**src/rtl/fsm_stim_sequencer.sv**
```systemverilog
// fsm_stim_sequencer: plays a small programmed a/b stimulus sequence into an
// example FSM and counts the steps where its Mealy (x_in) / Moore (y_in) outputs are nonzero.
// Ports: clk, rst_n (sync, active-low); cfg_we/cfg_addr/cfg_ab program-memory writes;
//        cfg_len/start/abort run control; a, b stimulus; x_in, y_in FSM outputs;
//        busy, done status; x_hits, y_hits step counters.
module fsm_stim_sequencer #(
    parameter int AW = 3
) (
    input  logic          clk,
    input  logic          rst_n,
    input  logic          cfg_we,
    input  logic [AW-1:0] cfg_addr,
    input  logic [1:0]    cfg_ab,
    input  logic [AW:0]   cfg_len,
    input  logic          start,
    input  logic          abort,
    output logic          a,
    output logic          b,
    input  logic [7:0]    x_in,
    input  logic [7:0]    y_in,
    output logic          busy,
    output logic          done,
    output logic [AW:0]   x_hits,
    output logic [AW:0]   y_hits
);

    localparam int          DEPTH   = 1 << AW;
    localparam logic [AW:0] LEN_MAX = (AW+1)'(DEPTH);

    typedef enum logic [1:0] {
        S_IDLE,
        S_RUN,
        S_DONE
    } state_t;

    state_t        state;
    logic [1:0]    mem [DEPTH];
    logic [AW:0]   len;
    logic [AW-1:0] idx;

    logic          x_hit;
    logic          y_hit;
    logic          last_step;
    logic [AW-1:0] idx_nxt;
    logic [AW:0]   x_inc;
    logic [AW:0]   y_inc;

    assign x_hit     = |x_in;
    assign y_hit     = |y_in;
    assign x_inc     = {{AW{1'b0}}, x_hit};
    assign y_inc     = {{AW{1'b0}}, y_hit};
    assign idx_nxt   = idx + 1'b1;
    // len is never zero in RUN, so len-1 cannot wrap
    assign last_step = ({1'b0, idx} == (len - 1'b1));

    always_ff @(posedge clk) begin
        if (!rst_n) begin
            state  <= S_IDLE;
            len    <= '0;
            idx    <= '0;
            a      <= 1'b0;
            b      <= 1'b0;
            busy   <= 1'b0;
            done   <= 1'b0;
            x_hits <= '0;
            y_hits <= '0;
            for (int i = 0; i < DEPTH; i++) begin
                mem[i] <= 2'b00;
            end
        end else begin
            unique case (state)
                S_IDLE: begin
                    if (cfg_we) begin
                        mem[cfg_addr] <= cfg_ab;
                    end
                    // start takes priority over abort here; abort is a no-op in IDLE
                    if (start) begin
                        x_hits <= '0;
                        y_hits <= '0;
                        idx    <= '0;
                        if (cfg_len != '0) begin
                            state  <= S_RUN;
                            busy   <= 1'b1;
                            len    <= (cfg_len > LEN_MAX) ? LEN_MAX : cfg_len;
                            {a, b} <= mem[0];
                        end else begin
                            state  <= S_DONE;
                            done   <= 1'b1;
                            {a, b} <= 2'b00;
                        end
                    end
                end
                S_RUN: begin
                    // the step driven this cycle is sampled on every RUN edge,
                    // including the abort edge
                    x_hits <= x_hits + x_inc;
                    y_hits <= y_hits + y_inc;
                    if (abort) begin
                        state  <= S_IDLE;
                        busy   <= 1'b0;
                        {a, b} <= 2'b00;
                    end else if (last_step) begin
                        state  <= S_DONE;
                        busy   <= 1'b0;
                        done   <= 1'b1;
                        {a, b} <= 2'b00;
                    end else begin
                        idx    <= idx_nxt;
                        {a, b} <= mem[idx_nxt];
                    end
                end
                S_DONE: begin
                    state <= S_IDLE;
                    done  <= 1'b0;
                end
                default: begin
                    state  <= S_IDLE;
                    busy   <= 1'b0;
                    done   <= 1'b0;
                    {a, b} <= 2'b00;
                end
            endcase
        end
    end

endmodule
```
**config.mk**
```make
export PLATFORM = sky130hd
export DESIGN_NAME = fsm_stim_sequencer
export DESIGN_NICKNAME = d
export VERILOG_FILES = /design/src/rtl/fsm_stim_sequencer.sv
export SDC_FILE = /design/constraint.sdc
export NUM_CORES = 1
export LEC_CHECK = 0
export BUFFER_PORTS_ARGS = -buffer_cell sky130_fd_sc_hd__buf_2
export CAP_MARGIN = 5
export CORE_MARGIN = 2
export CORE_UTILIZATION = 40
export CTS_CLUSTER_SIZE = 28
export DETAILED_ROUTE_END_ITERATION = 10
export PLACE_DENSITY = 0.67
export SYNTH_ARGS = -nofsm -noshare
export SYNTH_HDL_FRONTEND = slang
export SYNTH_SLANG_ARGS = --single-unit
```
**constraint.sdc**
```tcl
create_clock -name clk -period 3.7 [get_ports clk]
set_input_delay 0.185 -clock clk [delete_from_list [all_inputs] [get_ports clk]]
set_output_delay 0.185 -clock clk [all_outputs]
set_load 0.01 [all_outputs]
```
== Yosys cells after proc, flatten, opt, wreduce, memory -nomap -nowiden ==
Memories as Yosys holds them, arrays and structs flattened.
Index checks and enable logic that the tools add are counted.

* Add/subtract/negate cells: 4
* $mul: 0
* Divide/modulo/power cells: 0
* Order comparisons: 1
* Equal/unequal tests: 10
* Shift-type cells: 0
* Muxes and demuxes: 41
* Bitwise operators: 1
* Reductions and logical operators: 13

{| class="wikitable"
|+ Operators with widths
! cell !! count
|-
| two-way mux 1 bit || 22
|-
| case mux 4 bit (2 select lines) || 2
|-
| OR reduction 8 bit || 2
|-
| two-way mux 3 bit || 4
|-
| inequality test 2 bit (second input constant) || 6
|-
| AND reduction 4 bit || 3
|-
| two-way mux 2 bit || 5
|-
| case mux 1 bit (3 select lines) || 3
|-
| adder 4 x 1 -> 4 bit || 2
|-
| two-way mux 4 bit || 2
|-
| case mux 3 bit (2 select lines) || 1
|-
| AND reduction 2 bit || 3
|-
| == test 3 x 4 -> 1 bit || 1
|-
| > comparator 4 bit (second input constant) || 1
|-
| case mux 2 bit (2 select lines) || 1
|-
| nonzero test 4 bit || 1
|-
| subtractor 4 x 1 -> 4 bit (second input constant) || 1
|-
| adder 3 x 1 -> 3 bit (second input constant) || 1
|-
| inequality test 3 bit (second input constant) || 1
|-
| AND reduction 3 bit || 1
|-
| == test 2 x 1 -> 1 bit (second input constant) || 1
|-
| == test 2 bit (second input constant) || 1
|-
| zero test 2 bit || 1
|-
| case mux 1 bit (2 select lines) || 1
|-
| 3 further kinds || 3
|}

* Register bits: 21
* Bits in latches: 0
* Memory bits (writable): 16
* Memory bits (read-only): 0
* Input port bits: 30
* Output and inout port bits: 12
* Word-level logic and storage cells: 80
* Memories: 1

{| class="wikitable"
|+ Memory list
! memory !! depth !! width !! read ports !! clocked after memory_dff !! write ports !! RTL line !! RTL
|-
| mem || 8 || 2 || 2 || 0 || 8 || 37 || <nowiki>logic [1:0] mem [DEPTH];</nowiki>
|}

== Logic depth before layout (Yosys ltp) ==
* Depth after elaboration: 6
* Gate-level depth with buffers: 8
* Gate-level depth less buffers: 8

== Worst setup path before layout ==
OpenSTA, ideal clock, no wires.

* Kind: register -> register
* From: reg idx[0]
* To: reg a
* Library setup time: 0.117 ns
* Data arrival time: 1.846 ns
* Required time: 3.583 ns
* Slack: 1.738 ns
* Stages on the path, launching flop included: 6
* Path buffers: 1
* Period minus slack after synthesis: 1.962 ns
* Path through: dfxtp_1 ha_1 clkbuf_1 mux4_2 mux2_2 a22o_1

* Cells in the longest elaborated chain, start to end: 5
* Elaborated cells between the ends (all ways): 6
* Classes of those cells: 1 x add/sub; 1 x eq/ne; 3 x mux; 1 x memory

{| class="wikitable"
|+ Ends and longest elaborated chain
! element !! RTL line !! RTL
|-
| start: declaration || 39 || <nowiki>logic [AW-1:0] idx;</nowiki>
|-
| start signal: assignment || 108 || <nowiki>idx <= idx_nxt;</nowiki>
|-
| adder 3 x 1 -> 3 bit || 52 || <nowiki>assign idx_nxt = idx + 1'b1;</nowiki>
|-
| memory (8 x 2 bit) || n/a ||
|-
| two-way mux 1 bit * || 102 || <nowiki>end else if (last_step) begin</nowiki>
|-
| two-way mux 1 bit * || 98 || <nowiki>if (abort) begin</nowiki>
|-
| case mux 1 bit (3 select lines) * || 71 || <nowiki>unique case (state)</nowiki>
|-
| end signal: assignment || 85 || <nowiki>{a, b} <= mem[0];</nowiki>
|-
| end signal: assignment || 109 || <nowiki>{a, b} <= mem[idx_nxt];</nowiki>
|-
| end: declaration || 17 || <nowiki>output logic a,</nowiki>
|}

Every way passes the cells marked *; elsewhere a longest branch is shown, timed or not.
A chain may end at the register's enable or synchronous reset.

== Worst setup path in the final report ==
* From: reg len[0]
* To: reg idx[0]

* Cells in the longest elaborated chain, start to end: 4

{| class="wikitable"
|+ Ends and longest elaborated chain
! element !! RTL line !! RTL
|-
| start: declaration || 38 || <nowiki>logic [AW:0] len;</nowiki>
|-
| start signal: assignment || 84 || <nowiki>len <= (cfg_len > LEN_MAX) ? LEN_MAX : cfg_len;</nowiki>
|-
| subtractor 4 x 1 -> 4 bit || 54 || <nowiki>assign last_step = ({1'b0, idx} == (len - 1'b1));</nowiki>
|-
| == test 3 x 4 -> 1 bit || 54 ||
|-
| inequality test 2 bit (no line) || n/a ||
|-
| AND reduction 4 bit (no line) || n/a ||
|}

Every way passes these cells.

==> key figures <==
Run status
  – Outcome: completed

Synthesis
  – Mapped Cells: 200
  – Sequential share of the synthesized area: between 40% and 50%
  – Post-synth top flop: dfxtp_1
  – Syn. warnings: 0
  – Mapped cell area: slightly below 2000 µm²
  – Seq cells post-synth: 37
  – Synth cell types: 39
  – Ys async rst share: 0%
  – Mean Syn Cell Area: 9.72 µm²
  – Number of enable flip-flop cells after synthesis: 16
  – Post-Syn Nets: 236

Cells and area
  – P&R area growth vs syn: 17.2%
  – Diodes inserted: 0
  – Layout cells sized above 1: about a quarter
  – Commonest non-fill, non-tap cell in the layout: buf_2
  – Final nets: about 280
  – Most frequent cells in the layout: buf_2, nor2_1, nand2_1

STA
  – Final period util: 53.0%
  – Setup TNS: 0 ns
  – Final worst setup slack: around 1.7 ns
  – RSZ-0062 raised after global routing: no
  – Clock Skew: ~0.0059 ns
  – Slew @ Worst Pin: just over 0.8 ns
  – Tmin final: between 1.5 and 2 ns
  – Slew Viols, Final: 0
  – Final setup viols: 0
  – Hold Fails Final Rpt: 0
  – Fmax: a little over 500 MHz
  – Slew headroom: between 40 and 50%
  – Worst Hold Slack: between 0.2 and 0.25 ns

Hold path
  – Hold Path Depth: 3
  – Hold endpoint: len[3]$_SDFFE_PN0P_
  – Hold_sp: cfg_len[3]
  – HP Class: primary input to flip-flop

Floorplanning
  – Die width: between 70 and 80 µm
  – Die Area: ~5400 µm²
  – Starting Density: 41.4%
  – Core box area: about 4700 µm²
  – Die height: around 74 µm
  – Ports: 42
  – Num rows: 25

Critical path
  – Crit path from: len[0]$_SDFFE_PN0P_
  – Type of origin of the critical path: flip-flop
  – Cell class contributing the biggest share of worst-path delay: flip-flops
  – Reg-to-reg slack, setup: 1.74 ns
  – Crit path kind: flip-flop to flip-flop
  – Worst r2r src: len[0]$_SDFFE_PN0P_
  – Largest stage delay, worst path: between 0.4 and 0.5 ns
  – Crit path buf inv count: 1
  – Worst EP required: around 3.9 ns
  – Data arrival, critical path: between 2 and 2.5 ns
  – CP cell instances: inv_1, ha_1, xnor2_1, mux2i_2, o211ai_4, and3_1, o21a_1
  – Worst Path Max Fanout: 6
  – RR Endpoint: idx[0]$_SDFFE_PN0P_
  – Crit path capture type: flip-flop
  – Slowest stage cell, crit path: dfxtp_1
  – R2R cell count: 7

Placed design
  – Global placement routability congestion: 0.773
  – Port Buffers: 41
  – Hpwl dp: 2.89 mm
  – Dpl ws: 1.74 ns

Clock network
  – Hold buffers post-CTS: 0
  – CTS Buf Count: 5
  – CTS sink count: 37
  – Post-CTS setup buffer count: 0
  – CTS tree: done
  – H-tree Lvls: 2
  – Clock latency at the later pin of the worst-skew pair: approximately 0.29 ns
  – Clock slew at reported path FFs: approximately 0.070 ns
  – Post-CTS sizing: 0
  – Clk buf depth: 2
  – Root buf cell: clkbuf_8

Pwr
  – Flop pwr share: 54.1%
  – Sw frac: between 20% and 30%
  – IR Drop Worst-Case VDD: approximately 0.22 mV
  – Pwr Total: 0.000836 W
  – Leak pwr: 0.950 nW
  – Clock power frac: 34.4%
  – Psw: 0.000198 W
  – Cell internal pwr: ~0.00064 W
  – Comb pwr share: between 10% and 20%
  – PD cells: ~370 nW/µm²

Route
  – Vias: 1517
  – Antenna Violating Nets Remaining: 0
  – DRC errors left: 0
  – Vias per cell: 5.13
  – Final WL: around 3.8 mm
  – Drt pass-1 iters: 4
  – Iter 0 DRT Violations: 57
  – WL/cell: 12.9 µm

GRT
  – Initial antenna violation count: 0
  – GRT Total Usage: about 15%
  – Vias in the first global route: roughly 1400
  – Largest net degree at the start of global routing: 29
  – Global route total overflow: 0
  – First-pass GRT wire length: between 6 and 7 mm

Flow run
  – Max-Cap Viols: 0
routing by layer:
metal | routed length (µm) | global-route usage, %
met1 | 1790 | 18.7
met2 | 1800 | 25.1
met4 | 61 | 4.85
met3 | 171 | 5.49
met5 | 0 | 0
power by group through the flow:
stage                     logic (W)  clock network, W  registers (W)
final                     0.0000968          0.000287       0.000452
after global routing       0.000108          0.000316       0.000454
after CTS                 0.0000977          0.000294       0.000452
after detailed placement  0.0000972                 0       0.000461
after global placement    0.0000961                 0       0.000461
after floorplan           0.0000641                 0       0.000458
worst max-delay path by stage:
stage / endpoint / slack (ns) / cells past startpoint
floorplan: a$_SDFFE_PN0P_ / 1.74 / 5
global placement: a$_SDFFE_PN0P_ / 1.79 / 4
detailed placement: idx[0]$_SDFFE_PN0P_ / 1.74 / 7
CTS: idx[0]$_SDFFE_PN0P_ / 1.73 / 7
global route: idx[0]$_SDFFE_PN0P_ / 1.60 / 7
finish: idx[0]$_SDFFE_PN0P_ / 1.74 / 7
through the flow:
stage | area [µm²] | std cells | util [%]
2_1_floorplan | 1940 | 200 | -
3_3_place_gp | 2190 | 288 | 46.6
3_5_place_dp | 2190 | 288 | 46.6
4_1_cts | 2280 | 296 | 48.5
5_1_grt | 2280 | 296 | 48.5
6_report | 2280 | 296 | 48.5
worst min-delay path: stages:
cell	delay [ns]
buf_2	0.12
nand3_1	0.07
a21boi_0	0.08
synth_stat cells (all sizes together), types with 4 or more instances:
library cell	count	share of area [%]
o21ai	4	1.0
nand2	26	5.0
clkbuf	5	0.97
dfxtp	21	22
ha	6	3.9
nor4	5	1.6
nor2b	19	6.1
nand3	8	2.1
inv	6	1.2
nor3	4	1.3
a21boi	5	1.9
mux2	4	2.3
edfxtp	16	25
a21oi	4	1.0
mux4	4	4.6
nor2	27	5.2
a22oi	8	3.1
state kept, by name (all words and copies together) (netlist names):
| signal | count |
|---|---|
| y_hits | 4 |
| mem | 16 |
| a | 1 |
| busy | 1 |
| idx | 3 |
| x_hits | 4 |
| done | 1 |
| b | 1 |
| len | 4 |
| state | 2 |
layout make-up:
class                      count  area, µm²
fill                         449       2410
inverter                       6       22.5
sequential                    37        901
clock buffer                   8       90.1
multi-input combinational    150        991
tap                           54       67.6
timing repair buffer          41        205
logic make-up after synthesis:
kind of cell / share of synthesized area (%)
AND/OR/NAND/NOR: 26.1
XOR/XNOR: 1.35
AO/OA/AOI/OAI: 12.0
flip-flops: 46.4
multiplexers: 7.66
adder cells (fa/ha/maj): 3.86
buffers and inverters: 2.64
Power figures use the tool's default switching activity.
